File: src/rtl/decode_stage_if.sv
// Handshake bundle between fetch, decode_stage and writeback/PC update.
// Carries the instruction with its operands in, and the decoded head entry out.
interface decode_stage_if #(
  parameter int W = 16
);
  logic [15:0]  instruction;
  logic [W-1:0] a_reg;
  logic [W-1:0] d_reg;
  logic [W-1:0] a_mem_reg;
  logic         in_valid;
  logic         in_ready;
  logic [W-1:0] out;
  logic [2:0]   dst;
  logic         jmp;
  logic         out_valid;
  logic         out_ready;

  modport master (
    output instruction, a_reg, d_reg, a_mem_reg,
    output in_valid, out_ready,
    input  in_ready, out, dst, jmp, out_valid
  );

  modport slave (
    input  instruction, a_reg, d_reg, a_mem_reg,
    input  in_valid, out_ready,
    output in_ready, out, dst, jmp, out_valid
  );
endinterface

File: src/rtl/decode_stage.sv
// Registered nandgame instruction decoder with a 2-entry output buffer,
// synchronous flush and saturating retire counters.
module decode_stage #(
  parameter int W     = 16,
  parameter int CNT_W = 16
) (
  input  logic             clk,
  input  logic             rst,
  input  logic             flush,
  decode_stage_if.slave    bus,
  output logic [CNT_W-1:0] instr_cnt,
  output logic [CNT_W-1:0] jmp_cnt
);

  typedef struct packed {
    logic [W-1:0] res;
    logic [2:0]   dst;
    logic         jmp;
  } ent_t;

  localparam logic [W-1:0] ONE = {{(W-1){1'b0}}, 1'b1};

  logic [15:0]  ins;
  logic [W-1:0] y0;
  logic [W-1:0] xs;
  logic [W-1:0] ys;
  logic [W-1:0] x;
  logic [W-1:0] res;
  logic         neg;
  logic         zero;
  logic         pos;
  ent_t         nxt;
  ent_t         e0;
  ent_t         e1;
  logic [1:0]   cnt;
  logic         push;
  logic         pop;

  assign ins = bus.instruction;
  assign y0  = ins[12] ? bus.a_mem_reg : bus.a_reg;
  // swap first, then zero the post-swap X
  assign xs  = ins[6] ? y0 : bus.d_reg;
  assign ys  = ins[6] ? bus.d_reg : y0;
  assign x   = ins[7] ? '0 : xs;

  always_comb begin
    res = '0;
    unique case ({ins[10], ins[9:8]})
      3'b100: res = x + ys;
      3'b101: res = x + ONE;
      3'b110: res = x - ys;
      3'b111: res = x - ONE;
      3'b000: res = x & ys;
      3'b001: res = x | ys;
      3'b010: res = x ^ ys;
      3'b011: res = ~x;
      default: res = '0;
    endcase
  end

  assign neg  = res[W-1];
  assign zero = (res == '0);
  assign pos  = !neg && !zero;

  always_comb begin
    nxt = '0;
    unique case (1'b1)
      !ins[15]: begin
        nxt.res = {{(W-15){1'b0}}, ins[14:0]};
        nxt.dst = 3'b100;
      end
      ins[15]: begin
        nxt.res = res;
        nxt.dst = ins[5:3];
        nxt.jmp = (ins[2] & neg) | (ins[1] & zero) | (ins[0] & pos);
      end
      default: nxt = '0;
    endcase
  end

  assign bus.in_ready  = !cnt[1];
  assign bus.out_valid = (cnt != 2'd0);
  assign bus.out       = e0.res;
  assign bus.dst       = e0.dst;
  assign bus.jmp       = e0.jmp;

  assign push = bus.in_valid & bus.in_ready & !flush;
  assign pop  = bus.out_valid & bus.out_ready & !flush;

  // e0 is always the head; it keeps its value when the buffer drains
  always_ff @(posedge clk) begin
    if (rst) begin
      e0  <= '0;
      e1  <= '0;
      cnt <= 2'd0;
    end else if (flush) begin
      cnt <= 2'd0;
    end else begin
      unique case ({push, pop})
        2'b10: begin
          if (cnt == 2'd0) e0 <= nxt;
          else             e1 <= nxt;
          cnt <= cnt + 2'd1;
        end
        2'b01: begin
          if (cnt == 2'd2) e0 <= e1;
          cnt <= cnt - 2'd1;
        end
        2'b11: e0 <= nxt;
        default: ;
      endcase
    end
  end

  always_ff @(posedge clk) begin
    if (rst) begin
      instr_cnt <= '0;
      jmp_cnt   <= '0;
    end else if (pop) begin
      if (instr_cnt != '1) instr_cnt <= instr_cnt + 1'b1;
      if (e0.jmp && jmp_cnt != '1) jmp_cnt <= jmp_cnt + 1'b1;
    end
  end

endmodule

File: src/flat_wrapper.sv
// flat-port wrapper written by rule: the top's interface ports become plain ports
module decode_stage_flat 
#(
  parameter int W     = 16,
  parameter int CNT_W = 16
)
  (clk, rst, flush, instr_cnt, jmp_cnt, bus_instruction, bus_a_reg, bus_d_reg, bus_a_mem_reg, bus_in_valid, bus_out_ready, bus_in_ready, bus_out, bus_dst, bus_jmp, bus_out_valid);
  decode_stage_if #(.W(W)) bus_i ();
  input  logic clk;
  input  logic rst;
  input  logic flush;
  output logic [CNT_W-1:0] instr_cnt;
  output logic [CNT_W-1:0] jmp_cnt;
  input wire logic [$bits(bus_i.instruction)-1:0] bus_instruction;
  input wire logic [$bits(bus_i.a_reg)-1:0] bus_a_reg;
  input wire logic [$bits(bus_i.d_reg)-1:0] bus_d_reg;
  input wire logic [$bits(bus_i.a_mem_reg)-1:0] bus_a_mem_reg;
  input wire logic [$bits(bus_i.in_valid)-1:0] bus_in_valid;
  input wire logic [$bits(bus_i.out_ready)-1:0] bus_out_ready;
  output wire logic [$bits(bus_i.in_ready)-1:0] bus_in_ready;
  output wire logic [$bits(bus_i.out)-1:0] bus_out;
  output wire logic [$bits(bus_i.dst)-1:0] bus_dst;
  output wire logic [$bits(bus_i.jmp)-1:0] bus_jmp;
  output wire logic [$bits(bus_i.out_valid)-1:0] bus_out_valid;
  assign bus_i.instruction = bus_instruction;
  assign bus_i.a_reg = bus_a_reg;
  assign bus_i.d_reg = bus_d_reg;
  assign bus_i.a_mem_reg = bus_a_mem_reg;
  assign bus_i.in_valid = bus_in_valid;
  assign bus_i.out_ready = bus_out_ready;
  assign bus_in_ready = bus_i.in_ready;
  assign bus_out = bus_i.out;
  assign bus_dst = bus_i.dst;
  assign bus_jmp = bus_i.jmp;
  assign bus_out_valid = bus_i.out_valid;
  decode_stage #(.W(W), .CNT_W(CNT_W)) u_core (.clk(clk), .rst(rst), .flush(flush), .bus(bus_i), .instr_cnt(instr_cnt), .jmp_cnt(jmp_cnt));
endmodule
File: config.mk
export PLATFORM = sky130hd
export DESIGN_NAME = decode_stage_flat
export DESIGN_NICKNAME = d
export VERILOG_FILES = /design/src/rtl/decode_stage_if.sv /design/src/rtl/decode_stage.sv /design/src/flat_wrapper.sv
export SDC_FILE = /design/constraint.sdc
export NUM_CORES = 1
export LEC_CHECK = 0
export ABC_AREA = 1
export CORE_MARGIN = 4
export CORE_UTILIZATION = 50
export CTS_CLUSTER_DIAMETER = 60
export DETAILED_ROUTE_END_ITERATION = 12
export DONT_BUFFER_PORTS = 1
export PLACE_DENSITY = 0.8
export SLEW_MARGIN = 15
export SYNTH_ARGS = -nofsm -noshare
export SYNTH_HDL_FRONTEND = slang
export SYNTH_SLANG_ARGS = --single-unit
File: constraint.sdc
create_clock -name clk -period 4 [get_ports clk]
set_input_delay 0.8 -clock clk [delete_from_list [all_inputs] [get_ports clk]]
set_output_delay 0.8 -clock clk [all_outputs]
set_load 0.03 [all_outputs]
==> impl_metrics.tcl <==
set metrics [dict create \
    gp_congestion 0.939 \
    grt_usage_pct 23.2 \
    ys.flop_type "dfxtp_1" \
    syn_area_per_cell_um2 6.09 \
    die_area_um2 15400 \
    cts_tree "yes" \
    place_inst 1294 \
    grt_max_degree 41 \
    routedWlPerCell_um 14.1 \
    async_flop_share_pct 0 \
    drc 0 \
    cp-end-kind "flop" \
    peakVddDrop_v 0.000254 \
    finClkSkew_ps 8.42 \
    design.core.area_um2 13200 \
    finalWirelength_um 18600 \
    post-route-min-period_ps 3790 \
    clockBufferDepth 2 \
    numCtsBuffers 9 \
    postSynthNetCount 1232 \
    critPathMaxStageDelay_ps 370 \
    detailed_place_hpwl_um 14100 \
    yosysTopAreaCell "dfxtp_1" \
    row_count 42 \
    post-route-period-util_pct 94.7 \
    antennaDiodeCount 0 \
    mostFrequentLayoutCells "nand2_1 (262), inv_1 (155), a21oi_1 (100)" \
    critPathLaunchType "input port" \
    worst-r2r-setup-slack_ps 1040 \
    dr_total_vias 7220 \
    syn_area_um2 6750 \
    synth_top_area_share_pct 21.9 \
    slowest_stage "ha_1" \
    cts_sinks 74 \
    crit_fanout 23 \
    report.final.slew_viol_count 0 \
    clkLatencyLatePin_ps 330 \
    status "finished, final reports clean" \
    avgViaCountPerCell 5.49 \
    hp-class "reg -> reg" \
    final_common_cell "nand2_1" \
    ant_nets 0 \
    area_growth_pct 14.2 \
    power_density_nw_per_um2 302 \
    nNetsFinal 1257 \
    max_freq_ghz 0.264 \
    grt_pass1_vias 6502 \
    clk_pin_slew_ps 60 \
    criticalPathCategory "in -> reg" \
    ys_ff_latch 74 \
    finalHoldViolCount 0 \
    setup-violations-final 0 \
    antenna_found_initial 0 \
    ys_seq_area_share_pct 21.9 \
    finalWorstSetupSlack_ps 213 \
    p_leak_nw 3.70 \
    whs_ps 473 \
    postCtsHoldBufs 0 \
    synthTopCellsByArea "dfxtp_1 (22%), nand2_1 (15%), ha_1 (9.8%), inv_1 (8.7%), a21oi_1 (7.6%)" \
    maxCapViolCount 0 \
    ys_types 46 \
    cp.arrival_ps 4000 \
    htreeDepth 3 \
    stdcell_count 1315 \
    dp_worst_setup_slack_ps -187 \
    syn-instance-count 1109 \
    port_buffers 0 \
    drive_gt1_share_pct 14.5 \
    start_util_pct 51.0 \
    tightest_slew_ps 1130 \
    first_pass_iters 5 \
    max-slew-margin-rel_pct 24.3 \
    ys_warn_count 0 \
    grt_pass1_wl_um 29400 \
    synth-edff-count 0 \
    drtIter0Drc 600 \
    die_h_um 124 \
    root_buffer "clkbuf_16" \
    worstPathRequired_ps 4220 \
    pin_count 123 \
    grt-ovfl-total 0 \
    die_w_um 124 \
]
area by class of cell:
class                      count  area [µm²]
fill                        1299        5530
multi-input combinational    827        4620
sequential                    74        1480
inverter                     164         621
timing repair buffer          58         452
clock buffer                  11         243
tap                          176         220
clock inverter                 5        77.6
cell usage after synthesis (all sizes together) (8+ instances only):
cell type and instances:
inv 162, nor4 8, o21ai 111, nand2 291
a21oi 106, nor3 21, xor2 10, buf 19
a31oi 8, nand3 89, nor2 80, dfxtp 74
ha 53, clkbuf 25, nand4 12
state kept, by name (all words and copies together), names as in the netlist:
register	cells
u_core.bus.dst	3
u_core.bus.jmp	1
u_core.bus.out	16
u_core.cnt	2
u_core.e1	20
u_core.instr_cnt	16
u_core.jmp_cnt	16
power breakdown:
group | internal (W) | switching (W)
clock | 0.000561 | 0.000298
combinational | 0.000279 | 0.000413
sequential | 0.000750 | 0.0000301
total | 0.00159 | 0.000741
worst max-delay path: cells and delay by family:
| kind | cells | cell delay, ps |
|---|---|---|
| buffers and inverters | 5 | 460 |
| and+or+nand+nor | 18 | 2000 |
| adders and majority gates | 1 | 370 |
| AOI/OAI and AO/OA | 3 | 370 |
repair_timing:
item / 4_1_cts / 5_1_grt
gates resized for setup: 0 / 35
endpoints found under the hold margin: 0 / 0
setup endpoints to repair: 0 / 6
buffers inserted: 0 / 5
metal layers:
layer	part of all wire [%]	global-route usage (%)	wire [µm]
met1	43	29.8	8040
met2	48	38.8	8990
met3	6.9	5.36	1280
met4	1.5	6.57	278
met5	0	0	0
per-stage QoR:
| stage | total power [W] | utilization [%] | setup TNS, ps | area [µm²] |
|---|---|---|---|---|
| after global placement | 0.00143 | 54.4 | -168 | 7210 |
| after floorplan | 0.00127 | - | 0 | 6810 |
| after global routing | 0.00247 | 58.2 | -110 | 7710 |
| final | 0.00233 | 58.2 | 0 | 7710 |
| after CTS | 0.00230 | 56.8 | 0 | 7530 |
| after detailed placement | 0.00144 | 54.4 | -373 | 7210 |
logic make-up after synthesis:
kind of cell | after synthesis | synth area share, %
AOI/OAI and AO/OA | 250 | 20.1
xor gates and xnor gates | 13 | 1.69
adders and majority gates | 54 | 10.1
buffers and inverters | 208 | 12.5
DFF | 74 | 21.9
muxes | 1 | 0.148
and+or+nand+nor | 509 | 33.5
final timing paths:
check | start | end | cells after the start
setup / recovery | bus_instruction[6] | u_core.bus.jmp | 27
hold / removal | u_core.e1[2] | u_core.bus.dst[1] | 2
setup reg to reg | u_core.cnt[0] | u_core.bus.out[8] | 12
hold reg to reg | u_core.e1[2] | u_core.bus.dst[1] | 2
Power figures use the tool's default switching activity.
